### src/rtl/mem_access_stage.sv
// mem_access_stage: MEM pipeline stage with data-memory request/ack handshake, lane alignment, load extension and MEM/WB register
// Optional feature macro: MEM_MISALIGN_TRAP_EN (adds misalign_err; misaligned half/word accesses are not issued)
// Ports:
//   clk, rst_n                 clock, asynchronous active-low reset
//   ex_mem_*, ALU_result       EX/MEM register outputs (control, rd, address/ALU value, store data)
//   dmem_req/we/addr/wdata/be  data-memory request (combinational, zero when idle or in reset)
//   dmem_ack, dmem_rdata       data-memory acknowledge and read word (same cycle)
//   mem_stall, bus_err         upstream hold request, sticky timeout flag
//   mem_wb_*                   MEM/WB register outputs and write-back mux
module mem_access_stage #(
  parameter int TIMEOUT_CYCLES = 16,
  parameter int ADDR_W = 32
) (
  input  logic              clk,
  input  logic              rst_n,
  input  logic              ex_mem_RegWrite,
  input  logic              ex_mem_MemtoReg,
  input  logic              ex_mem_us,
  input  logic              ex_mem_MemRead,
  input  logic              ex_mem_MemWrite,
  input  logic [3:0]        ex_mem_byte_en,
  input  logic [4:0]        ex_mem_rd,
  input  logic [31:0]       ALU_result,
  input  logic [31:0]       ex_mem_rd2,
  output logic              dmem_req,
  output logic              dmem_we,
  output logic [ADDR_W-1:0] dmem_addr,
  output logic [31:0]       dmem_wdata,
  output logic [3:0]        dmem_be,
  input  logic              dmem_ack,
  input  logic [31:0]       dmem_rdata,
  output logic              mem_stall,
  output logic              bus_err,
`ifdef MEM_MISALIGN_TRAP_EN
  output logic              misalign_err,
`endif
  output logic              mem_wb_RegWrite,
  output logic              mem_wb_MemtoReg,
  output logic [4:0]        mem_wb_rd,
  output logic [31:0]       mem_wb_alu,
  output logic [31:0]       mem_wb_rdata,
  output logic [31:0]       mem_wb_result
);
  localparam logic [1:0] IDLE = 2'd0;
  localparam logic [1:0] WAIT = 2'd1;
  localparam logic [1:0] ERR  = 2'd2;
  logic [1:0]  r_state;
  logic [7:0]  r_cnt;
  logic        r_rw, r_m2r;
  logic [4:0]  r_rd;
  logic [31:0] r_alu, r_rdata;
  logic [1:0]  w_off;
  logic        w_word, w_half, w_mem_op, w_trap, w_op;
  logic        w_idle, w_wait, w_err, w_req;
  logic [3:0]  w_be;
  logic [7:0]  w_b;
  logic [15:0] w_h;
  logic [31:0] w_ld;
  assign w_off    = ALU_result[1:0];
  assign w_word   = ex_mem_byte_en[3];
  assign w_half   = ~w_word & ex_mem_byte_en[1];
  assign w_mem_op = ex_mem_MemRead | ex_mem_MemWrite;
`ifdef MEM_MISALIGN_TRAP_EN
  assign w_trap = w_mem_op & ((w_half & w_off[0]) | (w_word & |w_off));
  logic r_mis;
  assign misalign_err = r_mis;
`else
  assign w_trap = 1'b0;
`endif
  assign w_op   = w_mem_op & ~w_trap;
  assign w_idle = r_state == IDLE;
  assign w_wait = r_state == WAIT;
  assign w_err  = r_state == ERR;
  // rst_n gating keeps the combinational request quiet while reset is held
  assign w_req  = rst_n & ((w_idle & w_op) | w_wait);
  assign w_be   = 4'(ex_mem_byte_en << w_off);
  assign dmem_req   = w_req;
  assign dmem_we    = w_req & ex_mem_MemWrite;
  assign dmem_addr  = w_req ? {ALU_result[ADDR_W-1:2], 2'b00} : '0;
  assign dmem_be    = w_req ? w_be : '0;
  assign dmem_wdata = ~w_req ? '0 : w_word ? ex_mem_rd2 : w_half ? {2{ex_mem_rd2[15:0]}} : {4{ex_mem_rd2[7:0]}};
  assign mem_stall  = rst_n & ((w_idle & w_op & ~dmem_ack) | (w_wait & ~dmem_ack) | w_err);
  assign bus_err    = w_err;
  assign w_b  = dmem_rdata[{w_off, 3'b000} +: 8];
  assign w_h  = dmem_rdata[{w_off[1], 4'b0000} +: 16];
  assign w_ld = w_word ? dmem_rdata : w_half ? {{16{~ex_mem_us & w_h[15]}}, w_h} : {{24{~ex_mem_us & w_b[7]}}, w_b};
  // r_cnt counts WAIT cycles including the current one
  always_ff @(posedge clk or negedge rst_n) begin
    if (!rst_n) begin
      r_state <= IDLE;
      r_cnt   <= '0;
    end else if (w_idle & w_op & ~dmem_ack) begin
      r_state <= WAIT;
      r_cnt   <= 8'd1;
    end else if (w_wait & dmem_ack) begin
      r_state <= IDLE;
    end else if (w_wait & (r_cnt == 8'(TIMEOUT_CYCLES))) begin
      r_state <= ERR;
    end else if (w_wait) begin
      r_cnt <= r_cnt + 8'd1;
    end
  end
  always_ff @(posedge clk or negedge rst_n) begin
    if (!rst_n) begin
      r_rw    <= 1'b0;
      r_m2r   <= 1'b0;
      r_rd    <= '0;
      r_alu   <= '0;
      r_rdata <= '0;
    end else if (mem_stall) begin
      r_rw <= 1'b0;
    end else begin
      r_rw    <= ex_mem_RegWrite & ~w_trap;
      r_m2r   <= ex_mem_MemtoReg;
      r_rd    <= ex_mem_rd;
      r_alu   <= ALU_result;
      r_rdata <= w_ld;
    end
  end
`ifdef MEM_MISALIGN_TRAP_EN
  always_ff @(posedge clk or negedge rst_n) begin
    if (!rst_n) r_mis <= 1'b0;
    else r_mis <= ~mem_stall & w_trap;
  end
`endif
  assign mem_wb_RegWrite = r_rw;
  assign mem_wb_MemtoReg = r_m2r;
  assign mem_wb_rd       = r_rd;
  assign mem_wb_alu      = r_alu;
  assign mem_wb_rdata    = r_rdata;
  assign mem_wb_result   = r_m2r ? r_rdata : r_alu;
endmodule

### config.mk
export PLATFORM = sky130hd
export DESIGN_NAME = mem_access_stage
export DESIGN_NICKNAME = d
export VERILOG_FILES = /design/src/rtl/mem_access_stage.sv
export SDC_FILE = /design/constraint.sdc
export NUM_CORES = 1
export LEC_CHECK = 0
export BUFFER_PORTS_ARGS = -buffer_cell sky130_fd_sc_hd__clkbuf_2
export CAP_MARGIN = 0
export CORE_MARGIN = 8
export CORE_UTILIZATION = 25
export DETAILED_ROUTE_END_ITERATION = 16
export HOLD_SLACK_MARGIN = 0.06
export REMOVE_ABC_BUFFERS = 1
export SKIP_CTS_REPAIR_TIMING = 1
export SYNTH_ARGS = -nofsm -noshare
export SYNTH_HDL_FRONTEND = slang
export SYNTH_SLANG_ARGS = --single-unit
### constraint.sdc
create_clock -name clk -period 3.3 [get_ports clk]
set_clock_uncertainty 0.2 [all_clocks]
set_input_delay 0.66 -clock clk [delete_from_list [all_inputs] [get_ports clk]]
set_output_delay 0.66 -clock clk [all_outputs]
set_load 0.05 [all_outputs]
==> results of run 1 <==
==> stage by stage <==
step | setup TNS (ns) | hold slack, ns | instance area, µm² | utilization (%)
after floorplan | -21.25 | 0.164 | 4800 | -
after global placement | 0 | 0.252 | 7200 | 36.0
after detailed placement | 0 | 0.258 | 7200 | 36.0
after CTS | 0 | -0.0361 | 7520 | 37.6
after global routing | 0 | 0.211 | 7530 | 37.7
final | 0 | 0.218 | 7530 | 37.7
==> cells by family (layout without fill, tap and decap cells) <==
group | after synthesis | count (layout) | share of synthesized area [%]
AND/OR/NAND/NOR | 304 | 304 | 27.5
multiplexers | 62 | 62 | 13.3
XOR/XNOR | 4 | 4 | 0.696
flip-flops | 81 | 81 | 40.2
other | 1 | 2 | 0.0745
AO/OA/AOI/OAI | 98 | 98 | 12.2
adder cells (fa/ha/maj) | 2 | 2 | 0.497
buffers and inverters | 61 | 327 | 5.42
==> worst max-delay path, delay by kind of cell, from the launching register on <==
| family | cells | cell delay [ns] |
|---|---|---|
| buffers and inverters | 2 | 0.49 |
| flip-flops | 1 | 0.48 |
| AND/OR/NAND/NOR | 4 | 0.83 |
==> layout make-up <==
type,instances,share of cell area [%]
clock buffer,9,2.99
clock inverter,7,1.26
sequential,81,26.9
multi-input combinational,472,36.5
timing repair buffer,302,27.4
tap,270,4.49
inverter,9,0.449
==> flip-flops by register name, summed over array words and instances, names as in the netlist <==
signal           cells
mem_wb_MemtoReg      1
r_cnt                8
mem_wb_rdata        32
mem_wb_RegWrite      1
mem_wb_rd            5
r_state              2
mem_wb_alu          32
==> how the worst min path moves through the flow <==
stage                     slack, ns    startpoint         endpoint
after global routing           0.21         rst_n    mem_wb_alu[8]
after CTS                     -0.04         rst_n   mem_wb_alu[23]
after floorplan                0.16         rst_n  mem_wb_MemtoReg
after detailed placement       0.26  mem_wb_rd[4]     mem_wb_rd[4]
final                          0.22         rst_n   mem_wb_alu[15]
after global placement         0.25  mem_wb_rd[4]     mem_wb_rd[4]
==> routing by layer <==
metal	up-vias	part of all wire [%]	track usage, %
met3	16	8.9	5.38
met4	0	1.4	4.63
met5	-	0	0
li1	2615	-	-
met2	212	48	28.0
met1	2524	41	19.2
==> power groups by stage <==
stage / sequential (mW) / combinational, mW / clock (mW)
floorplan: 1.53 / 0.768 / 0
global placement: 1.23 / 1.65 / 0
detailed placement: 1.23 / 1.66 / 0
CTS: 1.21 / 1.66 / 1.12
global route: 1.23 / 1.75 / 1.18
finish: 1.21 / 1.64 / 1.09
==> cells in the final DEF, fill, tap and decap left out, types with 4 or more instances in the layout <==
| master | count |
|---|---|
| o21ai_0 | 11 |
| mux2i_1 | 21 |
| mux2_2 | 41 |
| xnor2_1 | 4 |
| and3_1 | 40 |
| nand3b_1 | 8 |
| nor2b_1 | 13 |
| buf_12 | 34 |
| dfrtp_1 | 80 |
| clkbuf_16 | 9 |
| a31oi_1 | 7 |
| a221oi_1 | 15 |
| nand3_1 | 4 |
| buf_4 | 13 |
| clkbuf_2 | 254 |
| nand2_1 | 149 |
| nor2_1 | 69 |
| inv_1 | 8 |
| a21oi_1 | 49 |
| nor3_1 | 5 |
==> Yosys cell counts, drive strengths merged (11+ instances only) <==
library cell and instances:
and3 40, dfrtp 81, nand2 149, nor2b 13, buf 22, mux2i 21
o21ai 11, nor2 70, a21oi 50, mux2 41, a221oi 15, clkbuf 30
==> flow_summary_export.csv, run 1 <==
group,metric,value,unit
run_status,outcome,"finished, final reports clean",
logic_synthesis,avgSynthCellArea,8.22,µm²
power,pwr-share-seq,30.8,%
logic_synthesis,synth_top_cell_by_area,"dfrtp_1",
timing,maxSlewViolCount,0,
logic_synthesis,yosys_most_used_dff,"dfrtp_1",
grt,grt_pass1_wl,31600,µm
critical_path,reg2reg_setup_slack,0.86,ns
cells_and_area,filler_cell_count,2128,
cells_and_area,final-seq-area,2030,µm²
critical_path,crit_path_end,"dmem_be[2]",
timing,finalHoldViolCount,0,
cells_and_area,fin_nets,990,
power,switching_power,1.70,mW
drt,first_pass_iters,4,
logic_synthesis,synth_area,5040,µm²
grt,antenna_found_initial,0,
drt,viasPerCell,4.67,
critical_path,crit_chain,"nor3_1 > nor2_4 > nand2_1 > buf_4 > nor2_1 > buf_12",
logic_synthesis,yosysSeqAreaShare,40.2,%
timing,slew_headroom,42.5,%
floorplan,io_pins,288,
drt,drtIter0Drc,268,
clocking,ctsRootBufferMaster,"clkbuf_16",
critical_path,worstSetupPathType,"flop to output pin",
critical_path,rr_worst_depth,6,
timing,clock.fmax,334,MHz
power,p_int,2.24,mW
drt,route.vias.total,5367,
flow_run,cap_violations,0,
cells_and_area,multiInputGateArea,2750,µm²
power,power_frac_comb,41.7,%
drt,routedWlPerCell,17.9,µm
floorplan,initial_core_util,25.2,%
timing,finalSetupViolCount,0,
grt,track_usage,16.4,%
timing,grt_setup_unrepaired,"no",
clocking,insertion_delay,0.34,ns
logic_synthesis,yosys.area.top_type_share,40.2,%
clocking,cts_inserted_buffers,9,
critical_path,required,2.44,ns
place,io_buffers,285,
floorplan,die_x,158,µm
logic_synthesis,synth_edf_count,0,
place,hpwl,16000,µm
critical_path,arrival,2.14,ns
cells_and_area,finalNonFillerCells,1150,
drt,drc,0,
grt,grt_start_max_net_pins,81,
floorplan,die_h,158,µm
timing,tightest_slew,0.856,ns
drt,ant_nets,0,
place,place_inst,1133,
timing,finalWorstSetupSlack,0.303,ns
power,vdd_ir_drop_max,0.176,mV
floorplan,fp-row-count,52,
power,p_leak,3.90,nW
power,power_density,524,nW/µm²
hold_path,hp-class,"primary input to asynchronous set/reset pin",
grt,grt_pass1_vias,5656,
critical_path,r2r_start,"r_state[1]",
logic_synthesis,synth-seq-cells,81,
timing,period_share,90.8,%
logic_synthesis,ys_warn_count,0,
clocking,cts_tree,"yes",
critical_path,startpoint,"r_state[0]",
floorplan,core_area,20000,µm²
clocking,cts_buffer_depth,2,
logic_synthesis,ys_async_sr_fraction,100,%
power,switching_share,43.2,%
logic_synthesis,synth.distinct_cells,44,
cells_and_area,n_antenna_cell,0,
logic_synthesis,syn_inst,613,
grt,grt_overflow_total,0,
critical_path,startpoint_type,"flop",
critical_path,critPathSlowestCell,"dfrtp_1",
critical_path,end_kind,"output pin",
drt,wirelength,20600,µm
critical_path,slowest_delay,0.48,ns
power,clkPwrFrac,27.5,%
clocking,htree_levels,3,
timing,min_period,3.00,ns
place,gp_congestion,0.768,
clocking,path_clk_slew,0.06,ns
power,totalPowerFinal,3.94,mW
critical_path,path_max_fanout,26,
place,pre_cts_ws,0.404,ns
logic_synthesis,synth_area_leaders,"dfrtp_1 40%, nand2_1 11%, mux2_2 9.2%, nor2_1 5.2%, and3_1 5.0%",
critical_path,r2r-end,"mem_wb_rdata[6]",
clocking,cts.sinks,81,
cells_and_area,drive_gt1_share,41.8,%
floorplan,die_area,24900,µm²
cells_and_area,area_growth,49.5,%
Note: power is estimated with default switching activity, not from simulation.
==> run 2, diff against run 1 <==
Settings changed: CELL_PAD_IN_SITES_DETAIL_PLACEMENT set to 1, CELL_PAD_IN_SITES_GLOBAL_PLACEMENT set to 1, CORE_ASPECT_RATIO set to 2, PLACE_DENSITY_LB_ADDON set to 0.1.
==> run 2 against run 1 <==
  * First-iteration DRC count shrank 42%
  * Flip-flop and latch count is the same
  * Largest cell class unchanged
  * Non-clock buffer count shrank 1
  * Critical endpoint is now dmem_be[3]
  * Combinational power is essentially flat
  * Critical path type unchanged
==> flow_summary_export.csv, run 2 (synthesis gave the netlist of run 1 again) <==
group,metric,value,unit
critical_path,arrival,2.19,ns
critical_path,cp_common_cell,"buf_12",
floorplan,die_x,116,µm
place,gp_congestion,0.778,
floorplan,die_area,25200,µm²
timing,finalHoldViolCount,0,
drt,ant_nets,0,
timing,grt_setup_unrepaired,"no",
clocking,ctsRootBufferMaster,"clkbuf_16",
power,pwr-share-seq,30.8,%
power,p_int,2.18,mW
power,switching_power,1.77,mW
clocking,cts_tree,"yes",
critical_path,path_max_fanout,20,
timing,min_period,3.05,ns
floorplan,fp-row-count,73,
drt,drc,0,
clocking,insertion_delay,0.35,ns
drt,route.vias.total,5448,
timing,clock.fmax,327,MHz
grt,grt_overflow_total,0,
power,p_leak,3.90,nW
clocking,cts_buffer_depth,2,
cells_and_area,fin_nets,989,
clocking,cts.sinks,81,
power,vdd_ir_drop_max,0.194,mV
critical_path,crit_chain,"nor3_2 > nor2_4 > nand2_1 > buf_12 > a211oi_1 > buf_12",
critical_path,rr_worst_depth,6,
timing,holdWs,0.123,ns
power,power_density,525,nW/µm²
critical_path,slowest_delay,0.54,ns
critical_path,required,2.44,ns
drt,first_pass_iters,4,
clocking,htree_levels,3,
critical_path,path_buf_inv,2,
timing,period_share,92.5,%
critical_path,startpoint_type,"flop",
floorplan,io_pins,288,
floorplan,core_area,19800,µm²
floorplan,die_h,217,µm
cells_and_area,multiInputGateArea,2760,µm²
critical_path,worstSetupPathType,"flop to output pin",
critical_path,r2r-end,"mem_wb_rdata[2]",
cells_and_area,drive_gt1_share,42.1,%
clocking,path_clk_slew,0.07,ns
critical_path,reg2reg_setup_slack,0.59,ns
place,hpwl,18300,µm
power,clkPwrFrac,27.2,%
grt,antenna_found_initial,3,
cells_and_area,area_growth,49.6,%
power,power_frac_comb,42.0,%
place,io_buffers,285,
grt,grt_pass1_wl,35400,µm
run_status,outcome,"finished, final reports clean",
grt,grt_pass1_vias,6118,
critical_path,critical_path.top_delay_family,"flip-flops",
flow_run,cap_violations,0,
drt,wirelength,23200,µm
cells_and_area,final-seq-area,2030,µm²
drt,viasPerCell,4.76,
cells_and_area,final_cell_mix,"253 x clkbuf_2, 149 x nand2_1, 80 x dfrtp_1",
timing,slew_headroom,31.3,%
timing,maxSlewViolCount,0,
power,switching_share,44.8,%
cells_and_area,filler_cell_count,2471,
grt,track_usage,18.4,%
critical_path,end_kind,"output pin",
critical_path,r2r_start,"r_state[1]",
timing,finalSetupViolCount,0,
drt,routedWlPerCell,20.2,µm
drt,drtIter0Drc,155,
hold_path,hp-class,"primary input to asynchronous set/reset pin",
critical_path,critPathSlowestCell,"dfrtp_1",
timing,tightest_slew,1.02,ns
grt,grt_start_max_net_pins,62,
floorplan,initial_core_util,25.4,%
clocking,cts_inserted_buffers,9,
power,totalPowerFinal,3.96,mW
cells_and_area,final_common_cell,"clkbuf_2",
-- run 2: cell type report --
type,count,area share [%]
sequential,81,26.9
clock inverter,7,1.18
clock buffer,9,2.99
multi-input combinational,472,36.6
tap,262,4.35
timing repair buffer,301,27.4
inverter,9,0.449
antenna,3,0.0997
-- run 2: worst register-to-register path: cells and delay by family (launching register included) --
| kind | cells | cell delay, ns |
|---|---|---|
| AO/OA/AOI/OAI | 2 | 0.47 |
| buffers and inverters | 2 | 0.51 |
| flip-flops | 1 | 0.53 |
| AND/OR/NAND/NOR | 2 | 0.89 |
-- run 2: power groups by stage --
stage	logic (mW)	clock network [mW]	registers (mW)
5_1_grt	1.76	1.15	1.24
4_1_cts	1.69	1.12	1.22
3_5_place_dp	1.68	0	1.24
6_report	1.66	1.08	1.22
3_3_place_gp	1.66	0	1.23
2_1_floorplan	0.768	0	1.53
-- run 2: how the worst max path moves through the flow --
stage | cells past startpoint | to | startpoint | slack [ns]
CTS | 6 | dmem_be[3] | r_state[0] | 0.09
global route | 6 | dmem_be[3] | r_state[0] | 0.11
detailed placement | 7 | dmem_be[3] | ex_mem_MemRead | 0.25
finish | 6 | dmem_be[3] | r_state[0] | 0.25
global placement | 7 | dmem_be[3] | ex_mem_MemRead | 0.27
floorplan | 4 | dmem_be[0] | ex_mem_MemRead | -1.62
-- run 2: metrics by stage --
step | cell area, µm² | std cells | worst slack, ns | util, % | setup TNS, ns
2_1_floorplan | 4800 | 562 | -1.62 | - | -21.25
3_3_place_gp | 7200 | 1125 | 0.271 | 36.3 | 0
3_5_place_dp | 7200 | 1125 | 0.248 | 36.3 | 0
4_1_cts | 7510 | 1141 | 0.0941 | 37.9 | 0
5_1_grt | 7530 | 1144 | 0.107 | 38.0 | 0
6_report | 7530 | 1144 | 0.247 | 38.0 | 0
-- run 2: layer usage --
layer | part of all wire, % | track usage [%] | routed length (µm)
met1 | 34 | 17.5 | 7840
met2 | 58 | 36.1 | 13300
met3 | 6.0 | 4.15 | 1400
met4 | 2.5 | 6.88 | 590
met5 | 0 | 0 | 0
==> run 3, diff against run 2 <==
Settings changed: RECOVER_POWER set to 25.
==> run 3 against run 2 <==
  * Worst hold slack better by 0.0079 ns
  * Core utilization is essentially flat
  * Cell count did not move
  * Maximum frequency stayed put
  * Sequential share of layout area hardly changed
  * Clock power barely moved
  * Register-to-register slack barely moved
  * Flip-flop and latch count stayed put
  * Wire length about the same
  * Critical endpoint unchanged
  * Largest power group unchanged
==> flow_summary_export.csv, run 3 (synthesis gave the netlist of run 1 again) <==
group,metric,value,unit
critical_path,reg2reg_setup_slack,0.59,ns
floorplan,die_h,217,µm
timing,maxSlewViolCount,0,
drt,ant_nets,0,
drt,drtIter0Drc,155,
drt,routedWlPerCell,20.2,µm
floorplan,io_pins,288,
clocking,cts_inserted_buffers,9,
grt,track_usage,18.4,%
power,clkPwrFrac,27.2,%
critical_path,startpoint_type,"flop",
cells_and_area,final_common_cell,"clkbuf_2",
grt,grt_pass1_wl,35400,µm
floorplan,die_area,25200,µm²
timing,finalHoldViolCount,0,
grt,grt_pass1_vias,6118,
cells_and_area,final_cell_mix,"253 x clkbuf_2, 149 x nand2_1, 80 x dfrtp_1",
power,switching_share,44.8,%
floorplan,initial_core_util,25.4,%
timing,tightest_slew,1.02,ns
timing,period_share,92.5,%
timing,grt_setup_unrepaired,"no",
critical_path,arrival,2.19,ns
clocking,ctsRootBufferMaster,"clkbuf_16",
run_status,outcome,"finished, final reports clean",
floorplan,core_area,19800,µm²
timing,min_period,3.05,ns
grt,antenna_found_initial,3,
power,switching_power,1.77,mW
clocking,path_clk_slew,0.07,ns
clocking,htree_levels,3,
floorplan,die_x,116,µm
place,hpwl,18300,µm
timing,finalSetupViolCount,0,
critical_path,r2r-end,"mem_wb_rdata[2]",
critical_path,required,2.44,ns
cells_and_area,area_growth,49.5,%
critical_path,end_kind,"output pin",
clocking,insertion_delay,0.35,ns
place,gp_congestion,0.778,
power,p_int,2.18,mW
clocking,cts.sinks,81,
critical_path,path_max_fanout,20,
power,totalPowerFinal,3.96,mW
place,dpl-instance-area,7200,µm²
cells_and_area,fin_nets,989,
grt,grt_start_max_net_pins,62,
critical_path,worstSetupPathType,"flop to output pin",
critical_path,r2r_start,"r_state[1]",
grt,grt_overflow_total,0,
floorplan,fp-row-count,73,
drt,route.vias.total,5448,
drt,drc,0,
power,pwr-share-seq,30.8,%
power,p_leak,3.89,nW
clocking,cts_buffer_depth,2,
flow_run,cap_violations,0,
power,power_frac_comb,42.0,%
timing,clock.fmax,327,MHz
clocking,cts_tree,"yes",
drt,first_pass_iters,4,
drt,viasPerCell,4.76,
hold_path,hp-class,"primary input to asynchronous set/reset pin",
drt,wirelength,23200,µm
power,power_density,526,nW/µm²
critical_path,rr_worst_depth,6,
cells_and_area,drive_gt1_share,42.0,%
timing,slew_headroom,31.3,%
place,io_buffers,285,
cells_and_area,finalInstanceArea,7530,µm²
power,vdd_ir_drop_max,0.194,mV
-- run 3: cell count changes in the layout (fill, tap and decap cells not counted), sizes merged --
cell    previous run  this run
buf               48        47
clkbuf           262       263
-- run 3: per-layer routing --
metal,part of all wire [%],GRT usage (%),vias to the layer above
li1,-,-,2606
met1,34,17.5,2647
met2,58,36.1,171
met3,6.0,4.15,24
met4,2.5,6.88,0
met5,0,0,-
-- run 3: through the flow --
step | util, % | hold slack (ns) | setup WS, ns | TNS [ns] | instances
global route | 38.0 | 0.141 | 0.107 | 0 | 1144
detailed placement | 36.3 | 0.263 | 0.248 | 0 | 1125
CTS | 37.9 | 0.129 | 0.0941 | 0 | 1141
finish | 38.0 | 0.131 | 0.247 | 0 | 1144
floorplan | - | 0.164 | -1.62 | -21.25 | 562
global placement | 36.3 | 0.257 | 0.271 | 0 | 1125
-- run 3: worst max-delay path, stage by stage (launching register included) --
cell and delay (ns):
dfrtp_1 0.54, nor3_2 0.15, nor2_4 0.11, nand2_1 0.26
buf_12 0.26, a211oi_1 0.34, buf_12 0.19
-- run 3: worst max-delay path by stage --
| stage | start | endpoint | cells after the start |
|---|---|---|---|
| after global placement | ex_mem_MemRead | dmem_be[3] | 7 |
| after detailed placement | ex_mem_MemRead | dmem_be[3] | 7 |
| after floorplan | ex_mem_MemRead | dmem_be[0] | 4 |
| after global routing | r_state[0] | dmem_be[3] | 6 |
| final | r_state[0] | dmem_be[3] | 6 |
| after CTS | r_state[0] | dmem_be[3] | 6 |
-- run 3: cell type report --
type	count	area (µm²)
diodes	3	7.51
clock buffers	9	225
flip-flops and latches	81	2030
fillers	2472	12300
multi-input cells	472	2760
inverters	9	33.8
well taps	262	328
repair buffers	301	2060
clock inverters	7	88.8
-- run 3: power groups by stage --
stage               Sequential (mW)  Combinational [mW]  Clock, mW
detailed placement             1.24                1.68          0
finish                         1.22                1.66       1.08
global placement               1.23                1.66          0
floorplan                      1.53               0.768          0
global route                   1.24                1.76       1.15
CTS                            1.22                1.69       1.12
